### src/rtl/cpu_pkg.sv
// Shared definitions for the single-cycle RV32I core: opcode constants,
// ALU/branch/writeback enums and small funct3 decode helpers.
package cpu_pkg;

    localparam logic [6:0] OPC_LUI    = 7'b0110111;
    localparam logic [6:0] OPC_AUIPC  = 7'b0010111;
    localparam logic [6:0] OPC_JAL    = 7'b1101111;
    localparam logic [6:0] OPC_JALR   = 7'b1100111;
    localparam logic [6:0] OPC_BRANCH = 7'b1100011;
    localparam logic [6:0] OPC_LOAD   = 7'b0000011;
    localparam logic [6:0] OPC_STORE  = 7'b0100011;
    localparam logic [6:0] OPC_OPIMM  = 7'b0010011;
    localparam logic [6:0] OPC_OP     = 7'b0110011;
    localparam logic [6:0] OPC_FENCE  = 7'b0001111;
    localparam logic [6:0] OPC_SYSTEM = 7'b1110011;

    typedef enum logic [3:0] {
        ALU_ADD,
        ALU_SUB,
        ALU_SLL,
        ALU_SLT,
        ALU_SLTU,
        ALU_XOR,
        ALU_SRL,
        ALU_SRA,
        ALU_OR,
        ALU_AND,
        ALU_PASS_B
    } alu_op_e;

    typedef enum logic [2:0] {
        BR_NONE,
        BR_EQ,
        BR_NE,
        BR_LT,
        BR_GE,
        BR_LTU,
        BR_GEU
    } br_type_e;

    typedef enum logic [1:0] {
        WB_ALU,
        WB_PC4,
        WB_LOAD
    } wb_sel_e;

    // alt is funct7[5]; only SUB and SRA/SRAI look at it.
    function automatic alu_op_e alu_decode(input logic [2:0] f3, input logic alt);
        alu_op_e op;
        case (f3)
            3'b000:  op = alt ? ALU_SUB : ALU_ADD;
            3'b001:  op = ALU_SLL;
            3'b010:  op = ALU_SLT;
            3'b011:  op = ALU_SLTU;
            3'b100:  op = ALU_XOR;
            3'b101:  op = alt ? ALU_SRA : ALU_SRL;
            3'b110:  op = ALU_OR;
            default: op = ALU_AND;
        endcase
        return op;
    endfunction

    function automatic br_type_e br_decode(input logic [2:0] f3);
        br_type_e bt;
        case (f3)
            3'b000:  bt = BR_EQ;
            3'b001:  bt = BR_NE;
            3'b100:  bt = BR_LT;
            3'b101:  bt = BR_GE;
            3'b110:  bt = BR_LTU;
            3'b111:  bt = BR_GEU;
            default: bt = BR_NONE;
        endcase
        return bt;
    endfunction

    function automatic logic load_f3_ok(input logic [2:0] f3);
        return (f3 == 3'b000) || (f3 == 3'b001) || (f3 == 3'b010) ||
               (f3 == 3'b100) || (f3 == 3'b101);
    endfunction

    function automatic logic store_f3_ok(input logic [2:0] f3);
        return (f3 == 3'b000) || (f3 == 3'b001) || (f3 == 3'b010);
    endfunction

endpackage

### src/rtl/cpu_alu.sv
// Combinational integer ALU; shifts use b[4:0], compares come back as 0/1.
module cpu_alu
    import cpu_pkg::*;
#(
    parameter int XLEN = 32
) (
    input  logic [3:0]      op_i,
    input  logic [XLEN-1:0] a_i,
    input  logic [XLEN-1:0] b_i,
    output logic [XLEN-1:0] y_o
);

    logic [4:0] shamt;
    logic       lt_s;
    logic       lt_u;

    assign shamt = b_i[4:0];
    assign lt_s  = $signed(a_i) < $signed(b_i);
    assign lt_u  = a_i < b_i;

    always_comb begin
        y_o = '0;
        case (alu_op_e'(op_i))
            ALU_ADD:    y_o = a_i + b_i;
            ALU_SUB:    y_o = a_i - b_i;
            ALU_SLL:    y_o = a_i << shamt;
            ALU_SLT:    y_o = {{(XLEN-1){1'b0}}, lt_s};
            ALU_SLTU:   y_o = {{(XLEN-1){1'b0}}, lt_u};
            ALU_XOR:    y_o = a_i ^ b_i;
            ALU_SRL:    y_o = a_i >> shamt;
            ALU_SRA:    y_o = $unsigned($signed(a_i) >>> shamt);
            ALU_OR:     y_o = a_i | b_i;
            ALU_AND:    y_o = a_i & b_i;
            ALU_PASS_B: y_o = b_i;
            default:    y_o = '0;
        endcase
    end

endmodule

### src/rtl/cpu_core.sv
// Single-cycle RV32I core with external synchronous instruction memory
// (addressed with next PC) and external data memory.
module cpu_core
    import cpu_pkg::*;
#(
    parameter int              XLEN     = 32,
    parameter logic [XLEN-1:0] RESET_PC = 32'h0000_0000
) (
    input  logic            clock,
    input  logic            reset,
    output logic [XLEN-1:0] imemaddr,
    input  logic [XLEN-1:0] imemdataout,
    output logic            imemclk,
    output logic [XLEN-1:0] dmemaddr,
    input  logic [XLEN-1:0] dmemdataout,
    output logic [XLEN-1:0] dmemdatain,
    output logic            dmemrdclk,
    output logic            dmemwrclk,
    output logic [2:0]      dmemop,
    output logic            dmemwe,
    output logic [XLEN-1:0] dbgdata
);

    logic [XLEN-1:0] pc_q;
    logic [XLEN-1:0] pc_d;
    logic [XLEN-1:0] rf_q [0:31];

    logic [6:0]      opcode;
    logic [4:0]      rd;
    logic [4:0]      rs1;
    logic [4:0]      rs2;
    logic [2:0]      funct3;
    logic [6:0]      funct7;
    logic [XLEN-1:0] imm_i;
    logic [XLEN-1:0] imm_s;
    logic [XLEN-1:0] imm_b;
    logic [XLEN-1:0] imm_u;
    logic [XLEN-1:0] imm_j;
    logic [XLEN-1:0] rs1_val;
    logic [XLEN-1:0] rs2_val;
    logic [XLEN-1:0] pc_plus4;

    logic [XLEN-1:0] alu_a;
    logic [XLEN-1:0] alu_b;
    alu_op_e         alu_op;
    logic [XLEN-1:0] alu_y;
    logic            rf_we;
    wb_sel_e         wb_sel;
    logic            store_en;
    br_type_e        br_type;
    logic            br_taken;
    logic            jump_en;
    logic [XLEN-1:0] jump_tgt;
    logic [XLEN-1:0] wb_data;

    assign opcode = imemdataout[6:0];
    assign rd     = imemdataout[11:7];
    assign funct3 = imemdataout[14:12];
    assign rs1    = imemdataout[19:15];
    assign rs2    = imemdataout[24:20];
    assign funct7 = imemdataout[31:25];

    assign imm_i = XLEN'($signed(imemdataout[31:20]));
    assign imm_s = XLEN'($signed({imemdataout[31:25], imemdataout[11:7]}));
    assign imm_b = XLEN'($signed({imemdataout[31], imemdataout[7], imemdataout[30:25],
                                  imemdataout[11:8], 1'b0}));
    assign imm_u = XLEN'($signed({imemdataout[31:12], 12'b0}));
    assign imm_j = XLEN'($signed({imemdataout[31], imemdataout[19:12], imemdataout[20],
                                  imemdataout[30:21], 1'b0}));

    assign rs1_val  = (rs1 == 5'd0) ? '0 : rf_q[rs1];
    assign rs2_val  = (rs2 == 5'd0) ? '0 : rf_q[rs2];
    assign pc_plus4 = pc_q + XLEN'(4);

    // Anything not recognised below falls through the defaults as a no-op.
    always_comb begin
        alu_a    = rs1_val;
        alu_b    = imm_i;
        alu_op   = ALU_ADD;
        rf_we    = 1'b0;
        wb_sel   = WB_ALU;
        store_en = 1'b0;
        br_type  = BR_NONE;
        jump_en  = 1'b0;
        jump_tgt = pc_q + imm_j;
        case (opcode)
            OPC_LUI: begin
                alu_b  = imm_u;
                alu_op = ALU_PASS_B;
                rf_we  = 1'b1;
            end
            OPC_AUIPC: begin
                alu_a = pc_q;
                alu_b = imm_u;
                rf_we = 1'b1;
            end
            OPC_JAL: begin
                rf_we   = 1'b1;
                wb_sel  = WB_PC4;
                jump_en = 1'b1;
            end
            OPC_JALR: begin
                rf_we    = 1'b1;
                wb_sel   = WB_PC4;
                jump_en  = 1'b1;
                jump_tgt = {alu_y[XLEN-1:1], 1'b0};
            end
            OPC_BRANCH: begin
                br_type = br_decode(funct3);
            end
            OPC_LOAD: begin
                rf_we  = load_f3_ok(funct3);
                wb_sel = WB_LOAD;
            end
            OPC_STORE: begin
                alu_b    = imm_s;
                store_en = store_f3_ok(funct3);
            end
            OPC_OPIMM: begin
                alu_op = alu_decode(funct3, (funct3 == 3'b101) && funct7[5]);
                rf_we  = 1'b1;
            end
            OPC_OP: begin
                alu_b  = rs2_val;
                alu_op = alu_decode(funct3, funct7[5]);
                rf_we  = (funct7 == 7'b0000000) ||
                         ((funct7 == 7'b0100000) && ((funct3 == 3'b000) || (funct3 == 3'b101)));
            end
            default: begin
            end
        endcase
    end

    cpu_alu #(.XLEN(XLEN)) u_alu (
        .op_i (alu_op),
        .a_i  (alu_a),
        .b_i  (alu_b),
        .y_o  (alu_y)
    );

    always_comb begin
        br_taken = 1'b0;
        case (br_type)
            BR_EQ:   br_taken = rs1_val == rs2_val;
            BR_NE:   br_taken = rs1_val != rs2_val;
            BR_LT:   br_taken = $signed(rs1_val) <  $signed(rs2_val);
            BR_GE:   br_taken = $signed(rs1_val) >= $signed(rs2_val);
            BR_LTU:  br_taken = rs1_val <  rs2_val;
            BR_GEU:  br_taken = rs1_val >= rs2_val;
            default: br_taken = 1'b0;
        endcase
    end

    // Reset forces the fetch address so the memory is preloaded with RESET_PC.
    always_comb begin
        if (!reset) begin
            pc_d = RESET_PC;
        end else if (jump_en) begin
            pc_d = jump_tgt;
        end else if (br_taken) begin
            pc_d = pc_q + imm_b;
        end else begin
            pc_d = pc_plus4;
        end
    end

    always_comb begin
        case (wb_sel)
            WB_PC4:  wb_data = pc_plus4;
            WB_LOAD: wb_data = dmemdataout;
            default: wb_data = alu_y;
        endcase
    end

    always_ff @(posedge clock or negedge reset) begin
        if (!reset) begin
            pc_q <= RESET_PC;
        end else begin
            pc_q <= pc_d;
        end
    end

    always_ff @(posedge clock or negedge reset) begin
        if (!reset) begin
            for (int i = 0; i < 32; i++) begin
                rf_q[i] <= '0;
            end
        end else if (rf_we && (rd != 5'd0)) begin
            rf_q[rd] <= wb_data;
        end
    end

    assign imemaddr   = pc_d;
    assign imemclk    = clock;
    assign dmemrdclk  = ~clock;
    assign dmemwrclk  = clock;
    assign dmemaddr   = alu_y;
    assign dmemdatain = rs2_val;
    assign dmemop     = funct3;
    assign dmemwe     = store_en & reset;
    assign dbgdata    = pc_q;

endmodule

### config.mk
export PLATFORM = sky130hd
export DESIGN_NAME = cpu_core
export DESIGN_NICKNAME = d
export VERILOG_FILES = /design/src/rtl/cpu_pkg.sv /design/src/rtl/cpu_alu.sv /design/src/rtl/cpu_core.sv
export SDC_FILE = /design/constraint.sdc
export NUM_CORES = 2
export LEC_CHECK = 0
export CORE_ASPECT_RATIO = 1.25
export CORE_UTILIZATION = 63
export CTS_CLUSTER_DIAMETER = 80
export CTS_CLUSTER_SIZE = 8
export DETAILED_ROUTE_END_ITERATION = 7
export HOLD_SLACK_MARGIN = 0.03
export MAX_ROUTING_LAYER = met4
export PLACE_DENSITY_LB_ADDON = 0.12
export SYNTH_ARGS = -nofsm -noshare
export SYNTH_HDL_FRONTEND = slang
export SYNTH_HIERARCHICAL = 1
export SYNTH_SLANG_ARGS = --single-unit
### constraint.sdc
create_clock -name clock -period 12.3 [get_ports clock]
set_clock_uncertainty 0.05 [all_clocks]
set_input_delay 2.46 -clock clock [delete_from_list [all_inputs] [get_ports clock]]
set_output_delay 2.46 -clock clock [all_outputs]
set_load 0.02 [all_outputs]
==> impl_results.md <==
- Fillcell total: 6515
- Status: complete, but fails checks
- Core Area: 107000 µm²
- Via count: 69000
- Register-to-Register Setup Slack: 4.79 ns
- Seq/Total Area, Yosys: 38.7%
- Router iterations before antenna repair: 8
- DRT antenna net count: 0
- Max_cap viols: 3
- Clock transition at path regs: 0.05 ns
- Total Routing Usage GR: between 60% and 70%
- GR Overflow Total: 0
- Clk_lat worst skew: 0.93 ns
- Area grow syn2layout: 13.5%
- CP most frequent cell: o21ai_0
- Slew HR: -7.88%
- Warnings, synthesis: 6
- Number of cells on the worst reg-to-reg path: 24
- CP peak stage delay: a little over 0.6 ns
- Max VDD drop: about 0.18 mV
- CTS tree: yes
- Worst min-delay path category: reg2reg
- Hold_sp: rf_q[1018]
- RSZ-0062 raised after global routing: no
- Maximum clock frequency: 82.0 MHz
- DRT iter0 DRCs: 13100
- Netlist cell types: 99
- Setup TNS: 0 ns
- Most frequent cells in the layout: nand2_1, o21ai_0, dfrtp_1
- First-pass GRT wire length: between 400000 and 500000 µm
- Failing checks: DRC, capacitance limit, slew limit
- DIE WIDTH: 297 µm
- Cts hold-fix bufs: 0
- Layout cells sized above 1: 19.0%
- Final instance area: 77500 µm²
- Row count: 134
- Max Slew Vio Count: 40
- Final net count: a little over 7000
- Synthesis-stage register bit count: 1056
- Leading cell type in the layout, fill and taps excluded: nand2_1
- Synth Area in Simple Gates: ~12%
- Placer Congestion: roughly 1.1
- Primary FF master, synth: dfrtp_1
- DRC: 392
- Reg2Reg Launch Point: rf_q[512]
- Largest family of logic cells by synthesized area: multiplexers
- Slew @ Worst Pin: 1.60 ns
- Crit share post-route: between 90 and 100%
- Cell area after synthesis: 68300 µm²
- Post-synthesis cell count: 6922
- Post-CTS setup buffer count: 0
- Mux cell area share after synthesis: 22.9%
- Hold slack: 0.344 ns
- Initial Utilization: between 60% and 70%
- Xor/xnor share of the synthesized area: 1.12%
- Worst Path Max Fanout: 30
- Vias per inst: between 8 and 9
- Leak: 33.4 nW
- Cell Pwr Density: 124 nW/µm²
- Cell Area, Placed: roughly 73000 µm²
- Syn Area/Cell: 9.87 µm²
- Worst hold path depth: 0
- # resized after CTS: 2
- Synth Area in Adders: 3.38%
- Final setup viols: 0
- Setup ws final: 0.100 ns
- Final min period: between 10 and 15 ns
- WP data arrival: 9.69 ns
- Die H: roughly 370 µm
- Crit path kind: in2out
- Critical Path Source Type: primary input
- Compound-cell area share of the yosys netlist: 17.4%
- Critical Path End Type: output port
- Asr flop ratio synth: 100%
- R2r endpoint: rf_q[14]
- I/O Buffers: 200
- EDFF count, synth: 0
- Hold Violations, Final: 0
- Required @ worst endpoint: 9.79 ns
- Final HPWL DP: 194000 µm
- Num ports: 201
- Vias in the first global route: 69600
- Antenna violations before repair: 26
- Post-Syn Nets: 7170
- Crit-path slowest cell: clkdlybuf4s50_1
- Largest net degree at the start of global routing: 178
- Routed WL per cell: 37.6 µm
- End of the worst hold path: rf_q[1018]
- Setup WS pre-CTS: -0.133 ns
- Wirelength, routed: 318000 µm
- Die area: 110000 µm²
-- where the power goes --
| part | internal (W) | switching (W) | leakage [nW] | total, W |
|---|---|---|---|---|
| combinational | 0.000621 | 0.00114 | 16.6 | 0.00177 |
| clock | 0.00238 | 0.00168 | 2.15 | 0.00406 |
| sequential | 0.00363 | 0.000158 | 14.6 | 0.00379 |
-- cells in the mapped netlist (10+ instances only) --
library cell / number / area [µm²]
nand2_1: 1264 / 4740
o21ai_0: 1230 / 6160
dfrtp_1: 1056 / 26400
mux4_2: 583 / 13100
clkbuf_1: 536 / 2010
nor2_1: 301 / 1130
a21oi_1: 285 / 1430
mux2i_1: 188 / 1880
ha_1: 178 / 2230
inv_1: 150 / 563
buf_2: 97 / 485
nand3_1: 63 / 315
xnor2_1: 58 / 508
mux2_2: 57 / 642
o22ai_1: 54 / 338
a211oi_1: 53 / 398
nor3_1: 53 / 265
o221ai_1: 49 / 429
a221o_1: 46 / 460
a21o_1: 43 / 323
or3_1: 41 / 257
o211ai_1: 30 / 225
xor2_1: 29 / 254
nand4_1: 28 / 175
a221oi_1: 27 / 236
a31oi_1: 26 / 163
buf_1: 22 / 82.6
a22oi_1: 21 / 158
nand2b_1: 20 / 125
nor2b_1: 20 / 125
o21bai_1: 19 / 143
and2_1: 18 / 113
o31ai_1: 17 / 128
and3_1: 16 / 100
buf_4: 15 / 113
o21a_1: 15 / 113
a211o_1: 12 / 105
nor4_1: 12 / 75.1
o21ai_1: 12 / 60.1
nor3b_1: 10 / 75.1
-- worst max path at each step --
stage	endpoint	startpoint	slack (ns)	cells after the start
final	imemaddr[25]	imemdataout[20]	0.10	25
after global routing	imemaddr[25]	imemdataout[15]	0.03	29
after CTS	imemaddr[25]	imemdataout[20]	0.18	26
after detailed placement	imemaddr[25]	imemdataout[20]	-0.13	25
after global placement	imemaddr[25]	imemdataout[20]	-0.20	25
after floorplan	imemaddr[27]	imemdataout[20]	0.71	26
-- per-stage QoR --
| stage | utilization [%] | power [W] | std cells |
|---|---|---|---|
| after floorplan | - | 0.00475 | 6922 |
| after global placement | 68.1 | 0.00543 | 8251 |
| after detailed placement | 68.1 | 0.00548 | 8251 |
| after CTS | 72.3 | 0.00944 | 8438 |
| after global routing | 72.3 | 0.00974 | 8462 |
| final | 72.3 | 0.00962 | 8464 |
-- worst max-delay path: cells and delay by family --
kind | cells | cell delay, ns
buffers and inverters | 6 | 1.73
AO/OA/AOI/OAI | 13 | 3.09
adder cells (fa/ha/maj) | 1 | 0.42
AND/OR/NAND/NOR | 2 | 0.43
multiplexers | 3 | 1.41
-- per-layer routing --
metal	global-route usage, %	routed length [µm]	vias up
met5	-	0	-
met1	65.0	94200	32300
met4	56.9	41000	0
met3	24.8	48900	3217
met2	82.8	134000	8064
li1	-	-	25500
-- state kept, by name, indices dropped and copies added, names as in the netlist --
name     flops
rf_q      1024
dbgdata     32
-- kinds of logic (layout without fill, tap and decap cells) --
logic type	Yosys count	after routing
adders and majority gates	182	182
and+or+nand+nor	1894	1894
xor gates and xnor gates	87	87
other	0	26
AOI/OAI and AO/OA	2042	2042
muxes	829	829
buffers and inverters	832	920
DFF	1056	1056
-- area by class of cell --
cell class,count,area (µm²),share of cell area [%]
Antenna cell,26,65.1,0.0839
Timing Repair Buffer,577,5230,6.75
Inverter,152,571,0.736
Tap cell,1428,1790,2.31
Clock buffer,175,4090,5.28
Multi-Input combinational cell,5034,39000,50.3
Sequential cell,1056,26400,34.1
Clock inverter,16,348,0.449
(Power assumes the default switching activity.)
